## config.mk

```make
export PLATFORM = sky130hd
export DESIGN_NAME = axi_slave_wr_packer
export DESIGN_NICKNAME = d
export VERILOG_FILES = /design/src/rtl/axi_slave_wr_packer.sv
export SDC_FILE = /design/constraint.sdc
export NUM_CORES = 1
export LEC_CHECK = 0
export ABC_AREA = 1
export BUFFER_PORTS_ARGS = -buffer_cell sky130_fd_sc_hd__buf_2
export CAP_MARGIN = 20
export CORE_UTILIZATION = 31
export CTS_BUF_LIST = sky130_fd_sc_hd__clkbuf_4 sky130_fd_sc_hd__clkbuf_8 sky130_fd_sc_hd__clkbuf_16
export DETAILED_ROUTE_END_ITERATION = 8
export SLEW_MARGIN = 20
export SYNTH_ARGS = -nofsm -noshare
export SYNTH_HDL_FRONTEND = slang
export SYNTH_SLANG_ARGS = --single-unit
```

## constraint.sdc

```tcl
create_clock -name clk -period 5 [get_ports clk]
set_clock_uncertainty 0.15 [all_clocks]
set_input_delay 0.5 -clock clk [delete_from_list [all_inputs] [get_ports clk]]
set_output_delay 0.5 -clock clk [all_outputs]
set_load 0.01 [all_outputs]
```

## src/rtl/axi_slave_wr_packer.sv

```systemverilog
`default_nettype none
// ============================================================================
// Module   : axi_slave_wr_packer
// Brief    : AXI write slave that packs narrow beats into wide native words.
// Revision : 1.0 - initial release
// ============================================================================
module axi_slave_wr_packer #(
  parameter int          AXI_W       = 32,
  parameter int          MEM_W       = 256,
  parameter int          MEM_ADDR_W  = 28,
  parameter logic [31:0] OFFSET_ADDR = 32'h0000_0000,
  parameter logic [31:0] WINDOW      = 32'h1000_0000
) (
  input  logic                  clk,
  input  logic                  rst,
  input  logic [3:0]            SLAVE_WR_ADDR_ID,
  input  logic [31:0]           SLAVE_WR_ADDR,
  input  logic [7:0]            SLAVE_WR_ADDR_LEN,
  input  logic [1:0]            SLAVE_WR_ADDR_BURST,
  input  logic                  SLAVE_WR_ADDR_VALID,
  output logic                  SLAVE_WR_ADDR_READY,
  input  logic [AXI_W-1:0]      SLAVE_WR_DATA,
  input  logic [AXI_W/8-1:0]    SLAVE_WR_STRB,
  input  logic                  SLAVE_WR_DATA_LAST,
  input  logic                  SLAVE_WR_DATA_VALID,
  output logic                  SLAVE_WR_DATA_READY,
  output logic [3:0]            SLAVE_WR_BACK_ID,
  output logic [1:0]            SLAVE_WR_BACK_RESP,
  output logic                  SLAVE_WR_BACK_VALID,
  input  logic                  SLAVE_WR_BACK_READY,
  output logic [MEM_ADDR_W-1:0] MEM_WR_ADDR,
  output logic [7:0]            MEM_WR_LEN,
  output logic [3:0]            MEM_WR_ID,
  output logic                  MEM_WR_ADDR_VALID,
  input  logic                  MEM_WR_ADDR_READY,
  output logic [MEM_W-1:0]      MEM_WR_DATA,
  output logic [MEM_W/8-1:0]    MEM_WR_STRB,
  output logic                  MEM_WR_DATA_LAST,
  output logic                  MEM_WR_DATA_VALID,
  input  logic                  MEM_WR_DATA_READY
);

  localparam int c_bytes  = AXI_W / 8;
  localparam int c_mbytes = MEM_W / 8;
  localparam int c_ratio  = MEM_W / AXI_W;
  localparam int c_lb     = $clog2(c_bytes);
  localparam int c_lmb    = $clog2(c_mbytes);
  localparam int c_lr     = $clog2(c_ratio);

  typedef enum logic [2:0] {
    S_IDLE  = 3'd0,
    S_MADDR = 3'd1,
    S_PACK  = 3'd2,
    S_DRAIN = 3'd3,
    S_RESP  = 3'd4
  } state_t;

  state_t                r_state, w_state_nxt;
  logic                  r_aw_ready;
  logic [3:0]            r_id;
  logic [1:0]            r_resp;
  logic [MEM_ADDR_W-1:0] r_maddr;
  logic [7:0]            r_mlen;
  logic [c_lr-1:0]       r_lane;
  logic                  r_wlast_done;
  logic [MEM_W-1:0]      r_pack_data, r_out_data;
  logic [c_mbytes-1:0]   r_pack_strb, r_out_strb;
  logic                  r_out_valid, r_out_last;

  logic                  w_aw_hs, w_incr, w_inwin, w_pack, w_wready, w_whs, w_emit;
  logic [31:0]           w_rel_raw, w_rel;
  logic [63:0]           w_rel64;
  logic [32:0]           w_span;
  logic [c_lr-1:0]       w_lane0;
  logic [15:0]           w_lsum, w_lsum_sh;
  logic [MEM_W-1:0]      w_word_data;
  logic [c_mbytes-1:0]   w_word_strb;
  logic                  w_unused;

  // Window check on the lane-aligned relative address; 33-bit math keeps the end-of-window case exact.
  assign w_aw_hs   = SLAVE_WR_ADDR_VALID & r_aw_ready;
  assign w_rel_raw = SLAVE_WR_ADDR - OFFSET_ADDR;
  assign w_rel     = w_rel_raw & ~((32'd1 << c_lb) - 32'd1);
  assign w_rel64   = {32'd0, w_rel};
  assign w_span    = ({25'd0, SLAVE_WR_ADDR_LEN} + 33'd1) << c_lb;
  assign w_inwin   = ({1'b0, w_rel} < {1'b0, WINDOW}) &&
                     (({1'b0, w_rel} + w_span) <= {1'b0, WINDOW});
  assign w_incr    = (SLAVE_WR_ADDR_BURST == 2'b01);
  assign w_lane0   = w_rel[c_lmb-1:c_lb];
  assign w_lsum    = {8'd0, SLAVE_WR_ADDR_LEN} + {{(16-c_lr){1'b0}}, w_lane0};
  assign w_lsum_sh = w_lsum >> c_lr;
  assign w_unused  = ^{w_rel64, w_lsum_sh};

  assign w_pack   = (r_state == S_PACK);
  assign w_wready = (w_pack & ~r_wlast_done & (~r_out_valid | MEM_WR_DATA_READY)) |
                    (r_state == S_DRAIN);
  assign w_whs    = SLAVE_WR_DATA_VALID & w_wready;
  assign w_emit   = w_whs & w_pack & ((&r_lane) | SLAVE_WR_DATA_LAST);

  always_comb begin
    w_word_data = r_pack_data;
    w_word_strb = r_pack_strb;
    w_word_data[r_lane*AXI_W +: AXI_W]   = SLAVE_WR_DATA;
    w_word_strb[r_lane*c_bytes +: c_bytes] = SLAVE_WR_STRB;
  end

  always_comb begin
    w_state_nxt = r_state;
    case (r_state)
      S_IDLE:  if (w_aw_hs) w_state_nxt = (w_incr & w_inwin) ? S_MADDR : S_DRAIN;
      S_MADDR: if (MEM_WR_ADDR_READY) w_state_nxt = S_PACK;
      S_PACK:  if (r_out_valid & MEM_WR_DATA_READY & r_out_last) w_state_nxt = S_RESP;
      S_DRAIN: if (SLAVE_WR_DATA_VALID & SLAVE_WR_DATA_LAST) w_state_nxt = S_RESP;
      S_RESP:  if (SLAVE_WR_BACK_READY) w_state_nxt = S_IDLE;
      default: w_state_nxt = S_IDLE;
    endcase
  end

  always_ff @(posedge clk) begin
    if (rst) r_state <= S_IDLE;
    else     r_state <= w_state_nxt;
  end

  always_ff @(posedge clk) begin
    if (rst) begin
      r_aw_ready   <= 1'b0;
      r_id         <= '0;
      r_resp       <= '0;
      r_maddr      <= '0;
      r_mlen       <= '0;
      r_lane       <= '0;
      r_wlast_done <= 1'b0;
      r_pack_data  <= '0;
      r_pack_strb  <= '0;
      r_out_data   <= '0;
      r_out_strb   <= '0;
      r_out_valid  <= 1'b0;
      r_out_last   <= 1'b0;
    end else begin
      r_aw_ready <= (w_state_nxt == S_IDLE);
      if (w_aw_hs) begin
        r_id         <= SLAVE_WR_ADDR_ID;
        r_resp       <= !w_incr ? 2'd2 : (!w_inwin ? 2'd3 : 2'd0);
        r_maddr      <= w_rel64[c_lmb +: MEM_ADDR_W];
        r_mlen       <= w_lsum_sh[7:0];
        r_lane       <= w_lane0;
        r_wlast_done <= 1'b0;
        r_pack_data  <= '0;
        r_pack_strb  <= '0;
      end
      if (w_whs & w_pack) begin
        r_lane <= r_lane + 1'b1;
        if (SLAVE_WR_DATA_LAST) r_wlast_done <= 1'b1;
        if (w_emit) begin
          r_out_data  <= w_word_data;
          r_out_strb  <= w_word_strb;
          r_out_last  <= SLAVE_WR_DATA_LAST;
          r_pack_data <= '0;
          r_pack_strb <= '0;
        end else begin
          r_pack_data <= w_word_data;
          r_pack_strb <= w_word_strb;
        end
      end
      // W is only accepted when the output slot frees this cycle, so an emit never overwrites.
      if (w_emit)                 r_out_valid <= 1'b1;
      else if (MEM_WR_DATA_READY) r_out_valid <= 1'b0;
    end
  end

  assign SLAVE_WR_ADDR_READY = r_aw_ready;
  assign SLAVE_WR_DATA_READY = w_wready;
  assign SLAVE_WR_BACK_ID    = r_id;
  assign SLAVE_WR_BACK_RESP  = r_resp;
  assign SLAVE_WR_BACK_VALID = (r_state == S_RESP);
  assign MEM_WR_ADDR         = r_maddr;
  assign MEM_WR_LEN          = r_mlen;
  assign MEM_WR_ID           = r_id;
  assign MEM_WR_ADDR_VALID   = (r_state == S_MADDR);
  assign MEM_WR_DATA         = r_out_data;
  assign MEM_WR_STRB         = r_out_strb;
  assign MEM_WR_DATA_LAST    = r_out_last;
  assign MEM_WR_DATA_VALID   = r_out_valid;

endmodule
`default_nettype wire

```

* Word level (Yosys, flattened, before mapping) *
Cells that the tools add are included.

word-level totals
  latch bits = 0
  logic and storage cells = 77
  memory bits (writable) = 0
  memories = 0
  output and inout bits = 340
  flip-flop bits (word level) = 627
  ROM bits = 0

cells by class
  $lt $le $gt $ge = 2
  multiplexer cells = 24
  bitwise logic cells = 15
  div/mod/pow operators = 0
  multiply operators = 0
  eq/ne operators = 5
  $add $sub $neg = 6
  shift-type cells = 4
  reductions and logical operators = 7

operators by type and width
  cell                                                      count
  2-to-1 mux 256 bit                                        3
  bitwise mux 256 bit                                       1
  variable shift 32 x 34 -> 256 bit (first input constant)  1
  variable part select 32 x 34 -> 256 bit                   1
  2-to-1 mux 32 bit                                         3
  negation 5 -> 34 bit                                      1
  negation 8 -> 34 bit                                      1
  variable shift 4 x 34 -> 32 bit (first input constant)    1
  variable part select 4 x 34 -> 32 bit                     1
  adder 32 x 11 -> 33 bit                                   1
  <= comparator 33 x 29 -> 1 bit (second input constant)    1
  bitwise mux 32 bit                                        1
  < comparator 32 x 29 -> 1 bit (second input constant)     1
  2-to-1 mux 3 bit                                          7
  case mux 3 bit (5 select lines)                           1
  AND 1 bit                                                 10
  adder 8 x 1 -> 9 bit (second input constant)              1
  adder 8 x 3 -> 9 bit                                      1
  == test 3 x 2 -> 1 bit (second input constant)            2
  logical NOT 3 bit                                         2
  2-to-1 mux 2 bit                                          3
  2-to-1 mux 1 bit                                          5
  nonzero test 2 bit                                        2
  adder 3 x 1 -> 3 bit (second input constant)              1
  other kinds (8)                                           11

* Depth between registers and ports, before layout *
  depth after elaboration = 9
  mapped depth = 25
  mapped depth without buffers = 25

* Worst setup path after synthesis *
No wires, ideal clock.

  path type = input to register
  start = in SLAVE_WR_ADDR_LEN[3]
  end = reg r_aw_ready, in the netlist SLAVE_WR_ADDR_READY
  setup slack = 2.069 ns
  library setup time = 0.062 ns
  path buffers = 0
  arrival = 2.719 ns
  stages = 23
  cell sequence = inv_1 nor4_1 xor2_1 ha_1 nand2_2 inv_1 a21oi_1 nand2_1 nand2_1 nand2_1 nand2_1 nand2_1 nor2_1 nand2_1 nor2_1 nand3_1 nand2_1 nand3_1 nand2_1 nand2_1 nand2_1 nand2_1 nor2_2

between the ends
  word-level cells in the longest chain between the ends = 9

RTL lines
  what                             RTL line  RTL
  start, declared                  18        input logic [7:0] SLAVE_WR_ADDR_LEN,
  adder 8 x 1 -> 9 bit             85        assign w_span = ({25'd0, SLAVE_WR_ADDR_LEN} + 33'd1) << c_lb;
  adder 32 x 11 -> 33 bit          87        (({1'b0, w_rel} + w_span) <= {1'b0, WINDOW});
  <= comparator 33 x 29 -> 1 bit   87
  logical AND 1 bit                86        assign w_inwin = ({1'b0, w_rel} < {1'b0, WINDOW}) &&
  AND 1 bit                        110       S_IDLE: if (w_aw_hs) w_state_nxt = (w_incr & w_inwin) ? S_MADDR : S_DRAIN;
  2-to-1 mux 2 bit                 110
  2-to-1 mux 3 bit                 110
  case mux 3 bit (5 select lines)  109       case (r_state)
  logical NOT 3 bit                140       r_aw_ready <= (w_state_nxt == S_IDLE);
  end signal, assigned             140
  end, declared                    59        logic r_aw_ready;

Every way passes these cells.
A chain may end at the register's enable or synchronous reset.

* Worst setup path in the final report *
  start = reg r_lane[0]
  end = reg r_pack_data[70]

between the ends
  word-level cells in the longest chain between the ends = 5

RTL lines
  what                                                                RTL line  RTL
  start, declared                                                     64        logic [c_lr-1:0] r_lane;
  start signal, assigned                                              146       r_lane <= w_lane0;
  start signal, assigned                                              152       r_lane <= r_lane + 1'b1;
  negation 8 -> 34 bit / AND reduction 3 bit (equally long branches)  103, 98
  variable part select 32 x 34 -> 256 bit (tied with other cells)     103       w_word_data[r_lane*AXI_W +: AXI_W] = SLAVE_WR_DATA;
  bitwise mux 256 bit / AND 1 bit (equally long branches)             103, 98
  2-to-1 mux 256 bit (*)                                              154       if (w_emit) begin
  2-to-1 mux 256 bit (*)                                              151       if (w_whs & w_pack) begin
  end signal, assigned                                                161       r_pack_data <= w_word_data;
  end, declared                                                       66        logic [MEM_W-1:0] r_pack_data, r_out_data;

Every way passes the cells marked *; elsewhere a longest branch is shown, timed or not.

==> results.yml <==
hold_path:
  hold_end: "MEM_WR_ADDR[26]$_SDFFE_PP0P_"
  hold_class: "input pin to register"
  min_from: "SLAVE_WR_ADDR[31]"
  hold_depth: 3
floorplan:
  die_area_um2: 87100
  coreArea_um2: 85100
  fp.dieH_um: 295
  start_util_pct: 31.3
  die_x_um: 295
  io_pins: 430
  num_rows: 107
global_routing:
  grt_max_degree: 189
  grt_overflow: 0
  antenna_found_initial: 8
  grt-busiest-layer: "met2"
  use_met3_pct: 4.56
  grt_pass1_vias: 22700
  grt_pass1_wl_um: 141000
  grt.met2_usage_pct: 33.3
  grt.total_usage_pct: 21.3
  grt_use_met1_pct: 28.3
clocking:
  cts_resized: 0
  root_buffer: "clkbuf_16"
  tritoncts: "yes"
  h-tree-depth: 3
  clkTransAtPathRegs_ns: 0.06
  numCtsBuffers: 74
  clk_path_buf_depth: 3
  clkLatencyLatePin_ns: 0.61
  cts_sinks: 625
timing:
  holdWs_ns: 0.0378
  relSlewSlack_pct: 17.5
  rsz0062_at_grt: "false"
  drv_slew: 0
  finalHoldViolations: 0
  min_period_over_period_pct: 73.5
  fmax_mhz: 272
  period_needed_ns: 3.68
  fin_tns_setup_ns: 0
  finalSetupViolCount: 0
  tightestPinTransition_ns: 1.24
final_layout:
  syn_to_final_growth_pct: 19.7
  final_util_pct: 37.5
  final_cell_mix: "1345 x nand2_1, 625 x dfxtp_1, 540 x a21oi_1"
  instances_no_fill: 5216
  fin_nets: 4125
  fill_cells: 9016
  drive_gt1_share_pct: 17.2
  final_common_cell: "nand2_1"
synthesis:
  synth-seq-cells: 625
  yosys_warnings: 0
  synth_area_um2: 26600
  async_flop_share_pct: 0
  avgSynthCellArea_um2: 7.12
  syn_inst: 3742
  ys.flop_type: "dfxtp_1"
  synth_edf_count: 0
  ys_seq_area_share_pct: 47.0
  yosysUniqueCellTypes: 42
route:
  drt-wirelength-per-cell_um: 18.4
  via_per_inst: 4.85
  num_vias: 25300
  drt_iter0_drc: 1981
  finalWirelength_um: 96100
  dr.pass1.iters: 6
  ant_nets: 0
  drc: 0
power:
  ir_drop_v: 0.000308
  p_leak_uw: 0.0127
  powerDensity_nw_per_um2: 426
outcome:
  status: "finished, final reports clean"
critical_path:
  crit_path_max_fanout: 23
  required_ns: 5.29
  critPathLaunch: "r_lane[0]$_SDFFE_PP0P_"
  r2r_slack_ns: 1.32
  arrival_ns: 3.97
  start_kind: "register"
  r2r-end: "r_pack_data[70]$_SDFFE_PP0P_"
  reg2reg_depth: 12
  endpoint_kind: "register"
  timing.rr.start: "r_lane[0]$_SDFFE_PP0P_"
  path_class: "register to register"
run:
  drv_cap: 0
placed_design:
  dp_cells: 5078
  io_buffer_count: 424
  gp_congestion: 0.848
  dp_hpwl_um: 60700
[cell families after synthesis]
group	Yosys count	share of synthesized area, %
AND/OR/NAND/NOR	1741	25.4
AO/OA/AOI/OAI	864	16.4
flip-flops	625	47.0
buffers and inverters	400	6.54
multiplexers	81	3.42
adder cells (fa/ha/maj)	18	0.873
XOR/XNOR	12	0.394
other	1	0.0141
[how the worst max path moves through the flow]
| stage | end | slack (ns) | cells past startpoint |
|---|---|---|---|
| final | r_pack_data[70]$_SDFFE_PP0P_ | 1.32 | 12 |
| after global routing | r_pack_data[69]$_SDFFE_PP0P_ | 1.14 | 12 |
| after CTS | r_pack_data[70]$_SDFFE_PP0P_ | 1.31 | 12 |
| after detailed placement | SLAVE_WR_ADDR_READY$_SDFF_PP0_ | 1.28 | 24 |
| after global placement | r_state[1]$_SDFF_PP0_ | 1.25 | 22 |
| after floorplan | SLAVE_WR_ADDR_READY$_SDFF_PP0_ | 2.07 | 23 |
[report_power, final]
group | total (uW) | switching (uW) | internal [uW]
combinational | 2760 | 2120 | 638
sequential | 5320 | 123 | 5200
clock | 5530 | 2230 | 3300
[cell type report]
type / instances / area [um2] / area share (%)
antenna: 2 / 5.00 / 0.0157
clock buffer: 104 / 2170 / 6.80
clock inverter: 25 / 303 / 0.949
inverter: 136 / 527 / 1.65
multi-input combinational: 2719 / 12400 / 38.9
sequential: 625 / 12500 / 39.2
tap: 1144 / 1430 / 4.49
timing repair buffer: 461 / 2530 / 7.92
[metal layers]
metal / share of wire, % / wire length [um]
met5: 0.010 / 10
met4: 3.5 / 3360
met3: 7.5 / 7180
met2: 45 / 43300
met1: 44 / 42300
[stage by stage]
| step | area (um2) | power (uW) | worst slack (ns) |
|---|---|---|---|
| after floorplan | 26700 | 7200 | 2.07 |
| after global placement | 29400 | 8190 | 1.25 |
| after detailed placement | 29400 | 8200 | 1.28 |
| after CTS | 31900 | 13800 | 1.31 |
| after global routing | 31900 | 14200 | 1.14 |
| final | 31900 | 13600 | 1.32 |
[worst max-delay path, stage by stage, from the launching register on]
cell	delay, ns
dfxtp_1	0.35
buf_4	0.31
inv_2	0.09
ha_1	0.21
ha_1	0.20
or2_2	0.29
a21oi_2	0.20
nand2_2	0.12
nor2_4	0.67
buf_4	0.38
mux2_2	0.38
nand2_1	0.06
a21oi_1	0.07
[state kept, by name (all words and copies together) (netlist names), 2 cells and up]
name	flops
MEM_WR_ADDR	27
SLAVE_WR_BACK_RESP	2
r_lane	3
MEM_WR_LEN	6
r_pack_strb	32
r_state	3
MEM_WR_STRB	32
r_pack_data	256
MEM_WR_DATA	256
MEM_WR_ID	4
[cells in the mapped netlist, drive strengths merged (2+ instances only)]
cell type	count	area [um2]
nor4	3	18.8
nand3	47	250
nor2	310	1220
o21ai	311	1560
nand3b	2	15.0
ha	17	213
nor3	13	86.3
inv	134	503
mux2	81	912
a21oi	542	2720
xor2	12	105
nand4	6	37.5
a221oi	2	17.5
a31oi	3	18.8
o21a	4	30.0
clkbuf	180	676
clkinv	2	7.51
or2	3	18.8
buf	84	556
dfxtp	625	12500
nand2	1355	5110
[what timing repair did]
action | in CTS | in global routing
buffers inserted | 0 | 0
endpoints found under the hold margin | 7 | 0
hold buffers | 7 | 0
Note: power is estimated with default switching activity, not from simulation.
